$ cat src/rtl/ld_fifo_if.sv
//------------------------------------------------------------------------------
// Module      : ld_fifo_if
// Description : Bus bundle between the UART receive shifter / host side and
//               the ld_fifo load buffer. The master modport is the user side
//               (drives strobes and write data), the slave modport is the FIFO.
//               Optional macro LD_FIFO_AFULL_EN adds the afull flag.
// Revision    : 1.0 - initial release
//------------------------------------------------------------------------------
`default_nettype none

interface ld_fifo_if #(
  parameter int WIDTH = 8,
  parameter int AW    = 2
);

  // Writer / reader strobes and write data
  logic             load;
  logic [WIDTH-1:0] D;
  logic             rd;
  logic             clr_ovf;

  // Holding register and status
  logic [WIDTH-1:0] Q;
  logic             q_valid;
  logic             empty;
  logic             full;
  logic [AW:0]      count;
  logic             ovf;
`ifdef LD_FIFO_AFULL_EN
  logic             afull;
`endif

  // User side: issues strobes, observes data and status
  modport master (
`ifdef LD_FIFO_AFULL_EN
    input  afull,
`endif
    output load, D, rd, clr_ovf,
    input  Q, q_valid, empty, full, count, ovf
  );

  // FIFO side
  modport slave (
`ifdef LD_FIFO_AFULL_EN
    output afull,
`endif
    input  load, D, rd, clr_ovf,
    output Q, q_valid, empty, full, count, ovf
  );

endinterface : ld_fifo_if

`default_nettype wire

$ cat src/rtl/ld_fifo.sv
//------------------------------------------------------------------------------
// Module      : ld_fifo
// Description : DEPTH x WIDTH load buffer between the UART receive shifter and
//               the host. Popped words land in a registered holding output Q
//               one clock after the read strobe. Tracks occupancy, decodes
//               empty/full from the registered count and latches a sticky
//               overrun flag when a word has to be dropped.
//               Optional macro LD_FIFO_AFULL_EN adds afull = (count >= AFULL_THR).
// Revision    : 1.0 - initial release
//------------------------------------------------------------------------------
`default_nettype none

module ld_fifo #(
  parameter int WIDTH     = 8,
  parameter int DEPTH     = 4,
  parameter int AW        = 2,
  parameter int AFULL_THR = 3
) (
  input  wire logic  clk,
  input  wire logic  reset,
  ld_fifo_if.slave   bus
);

  localparam logic [AW:0] c_depth = (AW+1)'(DEPTH);

  // Storage (intentionally not reset: contents are only meaningful via count)
  logic [WIDTH-1:0] mem [DEPTH];

  // Registered state and next-state values
  logic [AW-1:0]    wr_ptr_q, wr_ptr_d;
  logic [AW-1:0]    rd_ptr_q, rd_ptr_d;
  logic [AW:0]      count_q,  count_d;
  logic [WIDTH-1:0] q_q,      q_d;
  logic             q_valid_q, q_valid_d;
  logic             ovf_q,    ovf_d;

  // Acceptance decodes
  logic             empty;
  logic             full;
  logic             wr_ok;
  logic             rd_ok;
  logic             overrun;

  // Flags come from the registered count only, so they cannot glitch on
  // pointer transitions.
  assign empty = (count_q == '0);
  assign full  = (count_q == c_depth);

  // Next-state computation for pointers, count, holding register and ovf
  always_comb begin
    // A full buffer still accepts a write when a read frees a slot in the
    // same cycle; a read of an empty buffer is simply ignored.
    wr_ok     = bus.load & (~full | bus.rd);
    rd_ok     = bus.rd & ~empty;
    overrun   = bus.load & full & ~bus.rd;

    wr_ptr_d  = wr_ptr_q;
    rd_ptr_d  = rd_ptr_q;
    count_d   = count_q;
    q_d       = q_q;
    q_valid_d = rd_ok;
    ovf_d     = ovf_q;

    if (wr_ok) begin
      wr_ptr_d = wr_ptr_q + 1'b1;
    end

    if (rd_ok) begin
      rd_ptr_d = rd_ptr_q + 1'b1;
      q_d      = mem[rd_ptr_q];
    end

    unique case ({wr_ok, rd_ok})
      2'b10:   count_d = count_q + 1'b1;
      2'b01:   count_d = count_q - 1'b1;
      default: count_d = count_q;
    endcase

    // A new overrun outranks a coincident clear so no loss goes unreported.
    if (overrun) begin
      ovf_d = 1'b1;
    end else if (bus.clr_ovf) begin
      ovf_d = 1'b0;
    end
  end

  // Control and holding-register flops with asynchronous reset
  always_ff @(posedge clk or posedge reset) begin
    if (reset) begin
      wr_ptr_q  <= '0;
      rd_ptr_q  <= '0;
      count_q   <= '0;
      q_q       <= '0;
      q_valid_q <= 1'b0;
      ovf_q     <= 1'b0;
    end else begin
      wr_ptr_q  <= wr_ptr_d;
      rd_ptr_q  <= rd_ptr_d;
      count_q   <= count_d;
      q_q       <= q_d;
      q_valid_q <= q_valid_d;
      ovf_q     <= ovf_d;
    end
  end

  // Storage write port; an overrun never reaches here because wr_ok is low
  always_ff @(posedge clk) begin
    if (wr_ok) begin
      mem[wr_ptr_q] <= bus.D;
    end
  end

  assign bus.Q       = q_q;
  assign bus.q_valid = q_valid_q;
  assign bus.empty   = empty;
  assign bus.full    = full;
  assign bus.count   = count_q;
  assign bus.ovf     = ovf_q;

`ifdef LD_FIFO_AFULL_EN
  localparam logic [AW:0] c_afull_thr = (AW+1)'(AFULL_THR);

  // Early flow-control hint, decoded from the registered count
  assign bus.afull = (count_q >= c_afull_thr);
`else
  // Threshold only matters when the almost-full flag is built in
  logic unused_afull_thr;
  assign unused_afull_thr = ^32'(AFULL_THR);
`endif

endmodule : ld_fifo

`default_nettype wire

$ cat src/flat_wrapper.sv
// flat-port wrapper written by rule: the top's interface ports become plain ports
module ld_fifo_flat 
#(
  parameter int WIDTH     = 8,
  parameter int DEPTH     = 4,
  parameter int AW        = 2,
  parameter int AFULL_THR = 3
)
  (clk, reset, bus_load, bus_D, bus_rd, bus_clr_ovf, bus_Q, bus_q_valid, bus_empty, bus_full, bus_count, bus_ovf);
  ld_fifo_if #(.WIDTH(WIDTH), .AW(AW)) bus_i ();
  input  wire logic clk;
  input  wire logic reset;
  input wire logic [$bits(bus_i.load)-1:0] bus_load;
  input wire logic [$bits(bus_i.D)-1:0] bus_D;
  input wire logic [$bits(bus_i.rd)-1:0] bus_rd;
  input wire logic [$bits(bus_i.clr_ovf)-1:0] bus_clr_ovf;
  output wire logic [$bits(bus_i.Q)-1:0] bus_Q;
  output wire logic [$bits(bus_i.q_valid)-1:0] bus_q_valid;
  output wire logic [$bits(bus_i.empty)-1:0] bus_empty;
  output wire logic [$bits(bus_i.full)-1:0] bus_full;
  output wire logic [$bits(bus_i.count)-1:0] bus_count;
  output wire logic [$bits(bus_i.ovf)-1:0] bus_ovf;
  assign bus_i.load = bus_load;
  assign bus_i.D = bus_D;
  assign bus_i.rd = bus_rd;
  assign bus_i.clr_ovf = bus_clr_ovf;
  assign bus_Q = bus_i.Q;
  assign bus_q_valid = bus_i.q_valid;
  assign bus_empty = bus_i.empty;
  assign bus_full = bus_i.full;
  assign bus_count = bus_i.count;
  assign bus_ovf = bus_i.ovf;
  ld_fifo #(.WIDTH(WIDTH), .DEPTH(DEPTH), .AW(AW), .AFULL_THR(AFULL_THR)) u_core (.clk(clk), .reset(reset), .bus(bus_i));
endmodule
$ cat config.mk
export PLATFORM = sky130hd
export DESIGN_NAME = ld_fifo_flat
export DESIGN_NICKNAME = d
export VERILOG_FILES = /design/src/rtl/ld_fifo_if.sv /design/src/rtl/ld_fifo.sv /design/src/flat_wrapper.sv
export SDC_FILE = /design/constraint.sdc
export NUM_CORES = 1
export LEC_CHECK = 0
export CORE_UTILIZATION = 35
export CTS_CLUSTER_SIZE = 40
export DETAILED_ROUTE_END_ITERATION = 6
export DONT_BUFFER_PORTS = 1
export PLACE_DENSITY_LB_ADDON = 0.3
export SETUP_SLACK_MARGIN = 0.15
export SLEW_MARGIN = 0
export SYNTH_ARGS = -nofsm -noshare
export SYNTH_HDL_FRONTEND = slang
export SYNTH_SLANG_ARGS = --single-unit
export TNS_END_PERCENT = 5
$ cat constraint.sdc
create_clock -name clk -period 2.7 [get_ports clk]
set_input_delay 0.675 -clock clk [delete_from_list [all_inputs] [get_ports clk]]
set_output_delay 0.675 -clock clk [all_outputs]
set_load 0.005 [all_outputs]
; Yosys cells after proc, flatten, opt, wreduce, memory -nomap -nowiden
; Memory sizes are Yosys's and may differ from the RTL's. A register that Yosys moved wholly into a read port is not among the register bits.
; Index checks and enable logic that the tools add are counted.
[op_classes]
n_mux = 5
add_sub_neg = 4
reduce_logical = 3
n_eq_ne = 3
bitwise_logic = 8
[ops]
columns = cell, count
row1 = $pmux 3 s2, 1
row2 = $add 2x1->2 const B, 2
row3 = $and 1x1->1, 4
row4 = $mux 1, 4
row5 = $reduce_bool 2->1, 2
row6 = $add 3x1->3 const B, 1
row7 = $eq 3x3->1 const B, 1
row8 = $logic_not 3->1, 1
row9 = $not 1->1, 3
row10 = $sub 3x1->3 const B, 1
row11 = $eq 2x1->1 const B, 1
row12 = $eq 2x2->1 const B, 1
row13 = $or 1x1->1, 1
[word_totals]
in_bits = 13
word_cells = 29
ramBits = 32
memories = 1
out_inout_bits = 15
regBits = 9
[memory_table]
columns = name, words, width, rd, rd_ports_with_merged_regs, write_ports, line_no
row1 = u_core.mem, 4, 8, 1, 1, 1, ld_fifo.sv:27  ; logic [WIDTH-1:0] mem [DEPTH];

; Depth between registers and ports, before layout
[logic_depth]
ltp_word = 6
mapped_depth = 9
ltp_nobuf = 9

; Worst setup path before layout
; OpenSTA, ideal clock, no wires.
[synth_path]
path_kind = input port to flip-flop
startpoint = in bus_rd
endpoint = reg u_core.count_q[2] (netlist: u_core.bus.count[2])
arrival_ns = 2.028
slack_ns = 0.593
t_required_ns = 2.621
cell_stages = 9
setup_ns = 0.079
path_buffers = 0
cell_sequence = nor4b_4 -> nor2b_2 -> inv_1 -> ha_1 -> inv_1 -> fa_1 -> xor2_1 -> nor2_1 -> xor2_1
[synth_via]
elab_chain_cells = 4
word_cells_on_any_way = 7
cone_classes = eq/ne: 2 / mux: 1 / bitwise: 3 / reduce/logical: 1
[synth_rtl]
columns = item, line_no
row1 = start: declaration, flat_wrapper.sv:15  ; input wire logic [$bits(bus_i.rd)-1:0] bus_rd;
row2 = $or 1x1->1, ld_fifo.sv:53  ; wr_ok = bus.load & (~full | bus.rd);
row3 = $and 1x1->1, ld_fifo.sv:53
row4 = $eq 2x1->1 / $eq 2x2->1 (equally long branches), ld_fifo.sv:73  ; unique case ({wr_ok, rd_ok})
row5 = $pmux 3 s2 / $reduce_bool 2->1 (equally long branches), -
row6 = end signal: assignment, ld_fifo.sv:99  ; count_q <= count_d;
row7 = end: declaration, ld_fifo.sv:32  ; logic [AW:0] count_q, count_d;
; Parallel ways exist; a longest one is shown, timed or not.
; A chain may end at the register's enable or synchronous reset.

; Final worst setup path
[layout_path]
startpoint = reg u_core.count_q[0] (netlist: u_core.bus.count[0])
endpoint = reg u_core.count_q[2] (netlist: u_core.bus.count[2])
[layout_via]
elab_chain_cells = 6
word_cells_on_any_way = 13
cone_classes = add/sub: 2 / eq/ne: 3 / mux: 1 / bitwise: 5 / reduce/logical: 2
[layout_rtl]
columns = item, line_no
row1 = $eq 3x3->1, ld_fifo.sv:47  ; assign full = (count_q == c_depth);
row2 = $not 1->1, ld_fifo.sv:53
row3 = $or 1x1->1, ld_fifo.sv:53
row4 = $and 1x1->1, ld_fifo.sv:53
row5 = $eq 2x1->1 / $eq 2x2->1 (equally long branches), ld_fifo.sv:73
row6 = $pmux 3 s2 / $reduce_bool 2->1 (equally long branches), -
; Parallel ways exist; a longest one is shown, timed or not.

==> results.md <==
- CP Launch Type: register
- Tightest Hold Check Type: in -> async
- Final non-filler cell area: between 2000 and 2500 um^2
- Synth-to-layout area growth: 8.52%
- Avg Inst Size Synth: between 15 and 20 um^2
- Slew margin rel.: 55.0%
- Post-DRT Antenna Nets: 0
- Final setup fails: 0
- CTS sink count: 49
- Proportion of layout cells with a drive suffix above 1: between 10% and 20%
- Post-synth top flop: edfxtp_1
- Syn_nets: roughly 140
- Maximum capacitance violations: 0
- Initial DRT Pass Iterations: 3
- Synth async-reset ratio: around a third
- Final Util: 40.5%
- EDFF count, synth: 32
- Vias per cell: around 4.8
- #FFs+latches synth: between 40 and 50
- 1st-iter DRT viols: between 40 and 50
- CTS tree: done
- GRT Total Usage: 12.6%
- Peak Freq: 468 MHz
- CP max FO: 7
- GRT overflow: 0
- Seq/Total Area, Yosys: 70.5%
- Worst-path clk slew: 0.09 ns
- RSZ-0062 raised after global routing: no
- Hold buffers post-CTS: 0
- DP Area: 2050 um^2
- Hold Vio Cnt, Final: 0
- IO Pins: 28
- Initial antenna violation count: 0
- Cell area after synthesis: roughly 2000 um^2
- Worst Tran Pin Value: roughly 0.67 ns
- First-pass GRT wire length: approximately 5500 um
- Htree depth: 2
- Die W: 77.0 um
- Initial core utilization: a little under two fifths
- Wire per inst: 16.6 um
- Lkg Pwr: 0.000819 uW
- Row cnt: 26
- CTS Buffer Depth: 2
- PortBufs: 0
- Total wire length: approximately 3200 um
- Die area: around 6000 um^2
- Commonest cells post-synth: edfxtp_1 (32), nand2_1 (25), dfrtp_1 (17)
- Final Cycle Share: roughly four fifths
- Crit Path Class: reg -> reg
- Count leader, synth: edfxtp_1
- RePlAce Congestion: about 0.68
- CTS-repair resized insts: 0
- Number of global-route vias before repair: between 1,000 and 1,500
- Post-synth top area cell: edfxtp_1
- CP arrival: ~2.4 ns
- Inserted Diodes: 0
- Worst EP required: ~2.9 ns
- Ys Warns: 0
- Pins Over Slew Limit: 0
- Status: completed
- Setup TNS: 0 ns
- Core area: 5270 um^2
- Worst-skew pair later-pin latency: 0.30 ns
- Area contributors post-synth: edfxtp_1 (49%), dfrtp_1 (22%), mux4_2 (9.2%), nand2_1 (4.8%), ha_1 (3.2%)
- Largest net degree at the start of global routing: 18
- Post-synth cell types: 23
- Area share of the largest cell type after synthesis: approximately half
- Gate Count Post-Synth: roughly 120
- Final min period: ~2.1 ns
- Nets@finish: approximately 140
- Setup Buffers After CTS: 0
- Post-DP HPWL: 2160 um
- DRC viols: 0
- Num CTS Buffers: 5
- Power per cell area: 1030 nW/um^2
- Die H: just under 80 um
- Total number of vias: 939
- CTS Root Cell: clkbuf_8
- Clk_skew: 0.00779 ns
- Peak VDD IR: approximately 0.43 mV
- Critical Path End Type: register
[final cells by class]
class                           count  area (um^2)
Clock buffer                        7         76.3
Sequential cell                    49         1390
Multi-Input combinational cell     59          536
Timing Repair Buffer                1         7.51
Fill cell                         511         3140
Clock inverter                      1         5.00
Tap cell                           70         87.6
Inverter                            9         36.3
[cells in the final DEF (no fill, tap or decap)]
cell type | Yosys | routed
and2_1 | 4 | 4
and3_1 | 1 | 1
buf_4 | 0 | 1
clkbuf_1 | 1 | 2
clkbuf_8 | 0 | 5
clkinv_2 | 0 | 1
dfrtp_1 | 17 | 17
edfxtp_1 | 32 | 32
fa_1 | 1 | 1
ha_1 | 5 | 5
inv_1 | 8 | 8
inv_4 | 1 | 1
mux2_2 | 1 | 1
mux2i_1 | 1 | 1
mux4_2 | 8 | 8
nand2_1 | 25 | 25
nand2_2 | 1 | 1
nor2_1 | 1 | 1
nor2b_2 | 1 | 1
nor3_1 | 1 | 1
nor4b_4 | 1 | 1
o21ai_0 | 1 | 1
o31ai_4 | 1 | 1
xnor2_1 | 4 | 4
xor2_1 | 2 | 2
[flip-flops by register name, summed over array words and instances (netlist names)]
register and flops:
u_core.rd_ptr_q 2, u_core.wr_ptr_q 2, u_core.bus.ovf 1, u_core.bus.Q 8, u_core.mem 32, u_core.bus.q_valid 1
u_core.bus.count 3
[routing by layer]
layer / track usage [%] / share of wire [%] / up-vias
li1: - / - / 427
met1: 14.6 / 42 / 481
met2: 21.4 / 51 / 27
met3: 4.17 / 5.3 / 4
met4: 5.19 / 1.0 / 0
met5: 0 / 0 / -
[cell families (layout without fill, tap and decap cells)]
kind of cell	after synthesis	in the layout	share of synthesized area [%]
simple gates	35	35	8.78
compound gates	2	2	1.34
mux	10	10	10.2
buf+inv	11	18	2.29
flops	49	49	70.5
fa+ha+maj	6	6	4.20
xor+xnor	6	6	2.67
[final timing paths]
path,from,endpoint,slack (ns),depth (start not counted)
worst max-delay path,u_core.bus.count[0],u_core.bus.count[2],0.57,9
worst min-delay path,reset,u_core.bus.Q[3],0.36,1
worst max register to register,u_core.bus.count[0],u_core.bus.count[2],0.57,9
worst min register to register,u_core.bus.Q[1],u_core.bus.Q[1],0.52,2
max in group asynchronous,reset,u_core.bus.Q[5],1.91,1
min in group clk,bus_D[1],u_core.mem[0][1],0.47,0
[where the power goes]
part           internal [uW]  total [uW]  switching [uW]
combinational            282         543             261
clock                    182         412             230
sequential              1030        1240             215
total                   1490        2200             706
[per-stage QoR]
| step | worst slack (ns) | hold WS, ns | instances | total power [uW] |
|---|---|---|---|---|
| after global routing | 0.436 | 0.408 | 196 | 2360 |
| final | 0.565 | 0.357 | 196 | 2200 |
| after floorplan | 0.593 | 0.470 | 119 | 1660 |
| after global placement | 0.535 | 0.493 | 188 | 1780 |
| after detailed placement | 0.494 | 0.509 | 188 | 1830 |
| after CTS | 0.553 | 0.385 | 196 | 2240 |
[worst max-delay path, stage by stage (launching register included)]
cell	delay, ns
dfrtp_1	0.51
nor4b_4	0.35
nor2b_2	0.13
inv_1	0.07
ha_1	0.17
inv_1	0.06
fa_1	0.37
xor2_1	0.15
nor2_1	0.11
xor2_1	0.15
No activity file was read; power rests on OpenSTA's default activity.
